### config.mk
export PLATFORM = sky130hd
export DESIGN_NAME = scp_lsu
export DESIGN_NICKNAME = d
export VERILOG_FILES = /design/src/rtl/scp_lsu.sv
export SDC_FILE = /design/constraint.sdc
export NUM_CORES = 1
export LEC_CHECK = 0
export BUFFER_PORTS_ARGS = -buffer_cell sky130_fd_sc_hd__buf_2
export CAP_MARGIN = 20
export CORE_UTILIZATION = 51
export CTS_CLUSTER_SIZE = 16
export DETAILED_ROUTE_END_ITERATION = 10
export PLACE_DENSITY = 0.85
export SETUP_SLACK_MARGIN = 0.02
export SKIP_LAST_GASP = 1
export SYNTH_ARGS = -nofsm -noshare
export SYNTH_HDL_FRONTEND = slang
export SYNTH_SLANG_ARGS = --single-unit
### constraint.sdc
create_clock -name clk_i -period 2.7 [get_ports clk_i]
set_input_delay 0.675 -clock clk_i [delete_from_list [all_inputs] [get_ports clk_i]]
set_output_delay 0.675 -clock clk_i [all_outputs]
set_load 0.1 [all_outputs]
### src/rtl/scp_lsu.sv
// Load/store unit: decodes RV32I load/store width, drives a req/ready data-memory
// port and returns sign/zero-extended load data, stalling the core while busy.
module scp_lsu #(
    parameter int X_LEN = 32
) (
    input  logic             clk_i,
    input  logic             rst_ni,
    input  logic             req_valid_i,
    input  logic             req_we_i,
    input  logic [2:0]       req_funct3_i,
    input  logic [X_LEN-1:0] req_addr_i,
    input  logic [X_LEN-1:0] req_wdata_i,
    output logic             stall_o,
    output logic             rsp_valid_o,
    output logic [X_LEN-1:0] rsp_rdata_o,
    output logic             err_o,
    output logic             mem_req_o,
    output logic             mem_we_o,
    output logic [X_LEN-1:0] mem_addr_o,
    output logic [3:0]       mem_be_o,
    output logic [X_LEN-1:0] mem_wdata_o,
    input  logic [X_LEN-1:0] mem_rdata_i,
    input  logic             mem_ready_i
);

    typedef enum logic [1:0] {IDLE, BUSY, DONE} state_e;

    state_e             state_q, state_d;
    logic               mem_req_q, mem_req_d;
    logic               mem_we_q, mem_we_d;
    logic [X_LEN-1:0]   mem_addr_q, mem_addr_d;
    logic [3:0]         mem_be_q, mem_be_d;
    logic [X_LEN-1:0]   mem_wdata_q, mem_wdata_d;
    logic               rsp_valid_q, rsp_valid_d;
    logic [X_LEN-1:0]   rsp_rdata_q, rsp_rdata_d;
    logic               err_q, err_d;
    logic [2:0]         funct3_q, funct3_d;
    logic [1:0]         off_q, off_d;

    logic [1:0]         req_off;
    logic               req_err;
    logic [3:0]         req_be;
    logic [X_LEN-1:0]   req_wdata;
    logic [X_LEN-1:0]   shifted;
    logic [X_LEN-1:0]   load_data;

    // Request decode: byte enables, lane replication and alignment/funct3 legality
    always_comb begin
        req_off = req_addr_i[1:0];
        case (req_funct3_i[1:0])
            2'b00: begin
                req_be    = 4'b0001 << req_off;
                req_wdata = {4{req_wdata_i[7:0]}};
            end
            2'b01: begin
                req_be    = 4'b0011 << req_off;
                req_wdata = {2{req_wdata_i[15:0]}};
            end
            default: begin
                req_be    = 4'hF;
                req_wdata = req_wdata_i;
            end
        endcase
        req_err = (req_we_i ? (req_funct3_i >= 3'b011)
                            : (req_funct3_i == 3'b011 || req_funct3_i >= 3'b110))
                | (req_funct3_i[1:0] == 2'b01 && req_off[0])
                | (req_funct3_i[1:0] == 2'b10 && req_off != 2'b00);
    end

    always_comb begin
        shifted = mem_rdata_i >> {off_q, 3'b000};
        case (funct3_q)
            3'b000:  load_data = {{24{shifted[7]}}, shifted[7:0]};
            3'b001:  load_data = {{16{shifted[15]}}, shifted[15:0]};
            3'b010:  load_data = shifted;
            3'b100:  load_data = {24'b0, shifted[7:0]};
            3'b101:  load_data = {16'b0, shifted[15:0]};
            default: load_data = '0;
        endcase
    end

    always_comb begin
        state_d     = state_q;
        mem_req_d   = mem_req_q;
        mem_we_d    = mem_we_q;
        mem_addr_d  = mem_addr_q;
        mem_be_d    = mem_be_q;
        mem_wdata_d = mem_wdata_q;
        rsp_valid_d = 1'b0;
        rsp_rdata_d = '0;
        err_d       = 1'b0;
        funct3_d    = funct3_q;
        off_d       = off_q;
        case (state_q)
            IDLE: begin
                if (req_valid_i) begin
                    if (req_err) begin
                        rsp_valid_d = 1'b1;
                        err_d       = 1'b1;
                        state_d     = DONE;
                    end else begin
                        mem_req_d   = 1'b1;
                        mem_we_d    = req_we_i;
                        mem_addr_d  = {req_addr_i[X_LEN-1:2], 2'b00};
                        mem_be_d    = req_be;
                        mem_wdata_d = req_wdata;
                        funct3_d    = req_funct3_i;
                        off_d       = req_off;
                        state_d     = BUSY;
                    end
                end
            end
            BUSY: begin
                if (mem_ready_i) begin
                    mem_req_d   = 1'b0;
                    mem_we_d    = 1'b0;
                    rsp_valid_d = 1'b1;
                    rsp_rdata_d = mem_we_q ? '0 : load_data;
                    state_d     = DONE;
                end
            end
            DONE: begin
                state_d = IDLE;
            end
            default: begin
                state_d = IDLE;
            end
        endcase
    end

    always_ff @(posedge clk_i) begin
        if (!rst_ni) begin
            state_q     <= IDLE;
            mem_req_q   <= 1'b0;
            mem_we_q    <= 1'b0;
            mem_addr_q  <= '0;
            mem_be_q    <= '0;
            mem_wdata_q <= '0;
            rsp_valid_q <= 1'b0;
            rsp_rdata_q <= '0;
            err_q       <= 1'b0;
            funct3_q    <= '0;
            off_q       <= '0;
        end else begin
            state_q     <= state_d;
            mem_req_q   <= mem_req_d;
            mem_we_q    <= mem_we_d;
            mem_addr_q  <= mem_addr_d;
            mem_be_q    <= mem_be_d;
            mem_wdata_q <= mem_wdata_d;
            rsp_valid_q <= rsp_valid_d;
            rsp_rdata_q <= rsp_rdata_d;
            err_q       <= err_d;
            funct3_q    <= funct3_d;
            off_q       <= off_d;
        end
    end

    // The core is held only while a request is being accepted or the bus is busy
    assign stall_o     = (state_q == IDLE && req_valid_i) || (state_q == BUSY);
    assign rsp_valid_o = rsp_valid_q;
    assign rsp_rdata_o = rsp_rdata_q;
    assign err_o       = err_q;
    assign mem_req_o   = mem_req_q;
    assign mem_we_o    = mem_we_q;
    assign mem_addr_o  = mem_addr_q;
    assign mem_be_o    = mem_be_q;
    assign mem_wdata_o = mem_wdata_q;

endmodule
Word-level counts from Yosys, hierarchy flattened
Index checks and enable logic that the tools add are counted.
{ "word_totals": {"register_bits": 109, "inputBits": 104, "output_inout_bits": 105, "wordCells": 67} }
{ "op_classes": {"bitwise_logic": 6, "n_mux": 19, "magnitude_cmp": 2, "shift": 3, "n_reduce_logical": 15, "eq_ne": 11} }
{ "op_table": {"columns": ["op", "count"], "rows": [
  ["32-bit case mux with 5 select lines", 1],
  ["32-bit case mux with 2 select lines", 1],
  ["32-bit by 5-bit right shift with 32-bit output", 1],
  ["1-bit two-way mux", 9],
  ["4-bit case mux with 2 select lines", 1],
  ["3-bit by 2-bit equality test with 1-bit output (second input constant)", 2],
  ["3-bit equality test (second input constant)", 2],
  ["2-bit two-way mux", 3],
  ["2-bit inequality test (second input constant)", 3],
  ["1-bit case mux with 2 select lines", 3],
  ["2-bit by 1-bit equality test with 1-bit output (second input constant)", 2],
  ["2-bit zero test", 2],
  ["1-bit NOT", 4],
  ["2-bit case mux with 2 select lines", 1],
  ["2-bit AND reduction", 2],
  ["4-bit AND reduction", 1],
  ["2-bit nonzero test", 2],
  ["4-bit OR reduction", 1],
  ["1-bit by 2-bit << shifter with 4-bit output (first input constant)", 1],
  ["2-bit by 2-bit << shifter with 4-bit output (first input constant)", 1],
  ["3-bit by 1-bit equality test with 1-bit output (second input constant)", 1],
  ["3-bit by 2-bit >= comparator with 1-bit output (second input constant)", 1],
  ["3-bit >= comparator (second input constant)", 1],
  ["1-bit logical AND", 3],
  ["other kinds (5)", 7]
]} }

Logic depth before layout (Yosys ltp)
{ "depth": {"depth_word": 8, "depth_mapped": 7, "ltp_nobuf": 4} }

Worst setup path before layout
OpenSTA, ideal clock, no wires.
{ "synth_timing": {"path_type": "in2out", "startpoint": "input port req_valid_i", "endpoint": "output port stall_o", "setup_slack_ps": 66, "arrival_ps": 1959, "path_buffers": 0, "stages": 2, "t_required_ps": 2025, "path_cell_list": "nor2_1 > nor2_1"} }
{ "synth_between": {"elab_chain_cells": 2} }
{ "synth_lines": {"columns": ["item", "line_no", "source"], "rows": [
  ["from (decl)", "8", "input logic req_valid_i,"],
  ["1-bit logical AND", "160", "assign stall_o = (state_q == IDLE && req_valid_i) || (state_q == BUSY);"],
  ["1-bit logical OR", "160", null],
  ["to (decl)", "13", "output logic stall_o,"]
]} }
No other way between the ends.

Worst setup path after layout
{ "layout_timing": {"startpoint": "register state_q[0]", "endpoint": "output port stall_o"} }
{ "layout_between": {"elab_chain_cells": 3, "word_cells_on_any_way": 4, "cone_classes": "1 x eq/ne; 3 x reduce/logical"} }
{ "layout_lines": {"columns": ["item", "line_no", "source"], "rows": [
  ["from (decl)", "28", "state_e state_q, state_d;"],
  ["from (signal assigned)", "145", "state_q <= state_d;"],
  ["2-bit zero test", "160", null],
  ["1-bit logical AND", "160", null],
  ["1-bit logical OR *", "160", null]
]} }
Every way passes the cells marked *; elsewhere a longest branch is shown, timed or not.

==> results.md <==
- Outcome: finished clean
- Fmax: a little under 0.5 GHz
- Sw Ratio: a little under two fifths
- CP startpoint kind: flop
- Slew @ Worst Pin: between 0.6 and 0.7 ns
- Final Hold Viols: 0
- Pleak: just over 3 nW
- Final slew viol count: 0
- Clk sink count: approximately 110
- Power share of the combinational group: 26.6%
- Drc violations: 0
- Worst EP arrival: roughly 1.4 ns
- DIE HEIGHT: roughly 99 um
- Total negative setup slack: 0 ns
- Num rows: 34
- Met1 WL: 5180 um
- I/O pin cnt: 209
- Post-Synth Simple-Gate Area: around 24%
- Clock share of power: about a quarter
- Crit path kind: flop to output port
- Register bit total from synthesis: between 100 and 150
- Final worst-path cycle share: 75.9%
- WL/cell: roughly 15 um
- Register area share after synthesis: about 46%
- Number of setup buffers added after CTS: 0
- Synthesized area per cell: 8.60 um^2
- Layout cells sized above 1: 34.4%
- WL met2: ~6400 um
- Internal power: ~2.2 mW
- Top cells by area, synth: dfxtp_1 (46%), nand3_1 (10%), nand2_1 (7.5%), mux2i_1 (5.2%), o211a_1 (4.0%)
- Die Footprint: 9770 um^2
- Layout filler cell count: roughly 730
- CP max FO: 5
- Tot GR Track Use: 26.1%
- Root Buffer: clkbuf_8
- Pwr dens: a little over 600 nW/um^2
- Post-synth EDFFs: 0
- Asr flop ratio synth: 0%
- Ys Warns: 0
- Complex-gate fraction of the synthesized area: between 15 and 20%
- H-Tree Depth: 3
- First-pass GRT wire length: 20300 um
- Area delta synth->final: 24.3%
- Xor/xnor share of the synthesized area: 0%
- Top sig layer: met4
- Die Width: 98.8 um
- Initial drt markers: around 190
- CP endpoint kind: output port
- CTS buffer count: 9
- Syn Inst Count: roughly 560
- Post-CTS resize count: 0
- Post-DP HPWL: a little over 9000 um
- Post-synthesis cell type with the largest combined area: dfxtp_1
- Nets@finish: between 800 and 900
- Worst Path Required: slightly above 2 ns
- Synth cell types: 39
- CTS Hold Bufs: 0
- Pin count of the biggest net entering global routing: about 130
- Vias in the first global route: 4350
- Yosys top cell area share: between 40% and 50%
- Switching pwr: approximately 1.4 mW
- Peak VDD IR: 0.000396 V
- Max cap viols: 0
- Final min period: approximately 2.0 ns
- First-pass DRT Iterations: 4
- Final ANT Viol Nets: 0
- Flop pwr share: a little under half
- Endpoints failing setup: 0
- CTS tree: yes
- Ys flop type: dfxtp_1
- Routed vias: between 4000 and 5000
- Initial antenna violation count: 0
- Mux share of post-synthesis cell area: between 7 and 8%
- Post-route setup slack: approximately 0.65 ns
- Pre-CTS setup slack: around 0.42 ns
- # port buffers: between 200 and 250
- Clock-pin slew on the worst setup and hold paths: around 0.10 ns
- Clk buf depth: 2
- Clk_lat worst skew: around 0.37 ns
- Class of the worst hold path: flop to flop
- DR vias/cell: 5.55
- Drt total wl: approximately 13000 um
- GPL Wtd Cong: around 0.83
- Relative slew margins: between 50 and 60%
- Netlist Area Pre-Place: between 4000 and 5000 um^2
- Adder-cell share of the synthesized area: 0%
- Routed wl met3: 1040 um
- Diodes inserted: 0
- Largest family of logic cells by synthesized area: simple AND/OR/NAND/NOR gates
- RSZ-0062 raised after global routing: no
- Global route overflow: 0
- Core area: 8890 um^2
- Clock skew: 0.00853 ns
- Initial core utilization: between 50% and 60%
power groups by stage:
| stage | sequential (mW) | clock, mW | combinational, mW |
|---|---|---|---|
| after floorplan | 2.20 | 0 | 0.309 |
| after global placement | 1.75 | 0 | 0.941 |
| after detailed placement | 1.75 | 0 | 0.954 |
| after CTS | 1.72 | 0.942 | 0.956 |
| after global routing | 1.73 | 1.01 | 1.01 |
| final | 1.72 | 0.933 | 0.959 |
state kept, by name, summed over array words and instances (netlist names):
signal,count
rsp_rdata_o,32
state_q,2
mem_we_o,1
mem_addr_o,30
rsp_valid_o,1
mem_req_o,1
off_q,2
mem_be_o,4
err_o,1
mem_wdata_o,32
funct3_q,3
per-stage QoR:
step           instance area, um^2  std cells  hold WS [ns]  util, %  power [mW]
3_5_place_dp                  5760        824         0.440     64.8        2.71
6_report                      5940        840         0.454     66.8        3.61
2_1_floorplan                 4780        557         0.506        -        2.50
5_1_grt                       5940        840         0.479     66.8        3.74
3_3_place_gp                  5760        824         0.434     64.8        2.69
4_1_cts                       5940        840         0.454     66.8        3.62
cell usage after synthesis, types with 9 or more instances:
| cell type | number |
|---|---|
| o2111ai_1 | 9 |
| nor2_1 | 16 |
| buf_2 | 18 |
| nand2_1 | 96 |
| o211a_1 | 19 |
| nand3_1 | 100 |
| a211oi_1 | 14 |
| o21ai_0 | 29 |
| nor2b_1 | 10 |
| dfxtp_1 | 109 |
| a21oi_1 | 21 |
| clkbuf_1 | 18 |
| mux2i_1 | 25 |
worst paths after layout:
kind / start / end / slack (ns) / cells after the start
min: mem_wdata_o[4]$_SDFFE_PN0P_ / mem_wdata_o[4]$_SDFFE_PN0P_ / 0.45 / 2
min reg2reg: mem_wdata_o[4]$_SDFFE_PN0P_ / mem_wdata_o[4]$_SDFFE_PN0P_ / 0.45 / 2
max: state_q[0]$_SDFFE_PN0P_ / stall_o / 0.65 / 3
max reg2reg: funct3_q[1]$_SDFFE_PN0P_ / rsp_rdata_o[25]$_SDFF_PP0_ / 0.86 / 4
worst max-delay path, stage by stage (launching register included):
cell	delay, ns
dfxtp_1	0.42
nor2_1	0.07
nor2_1	0.09
buf_2	0.43
layout by cell type (no fill, tap or decap), drive strengths merged, types with 10 or more instances in the layout:
cell / instances
nor2: 16
mux2i: 25
a211oi: 14
nor2b: 10
o211a: 19
nand2: 96
a21oi: 29
o21ai: 30
dfxtp: 109
buf: 214
nand3: 100
final cells by class:
type | count | area, um^2 | area share (%)
Sequential cell | 109 | 2180 | 36.7
Timing Repair Buffer | 214 | 1120 | 18.8
Tap cell | 108 | 135 | 2.27
Clock inverter | 7 | 56.3 | 0.948
Clock buffer | 9 | 124 | 2.08
Multi-Input combinational cell | 388 | 2310 | 38.8
Inverter | 5 | 18.8 | 0.316
metal layers:
layer	vias to the layer above	global-route usage [%]
li1	2283	-
met1	2149	29.8
met2	213	46.4
met3	19	7.52
met4	0	9.07
met5	-	0
kinds of logic after synthesis:
family	Yosys count
mux	34
other cells	1
flops	109
simple gates	242
buf+inv	60
compound gates	110
No activity file was read; power rests on OpenSTA's default activity.
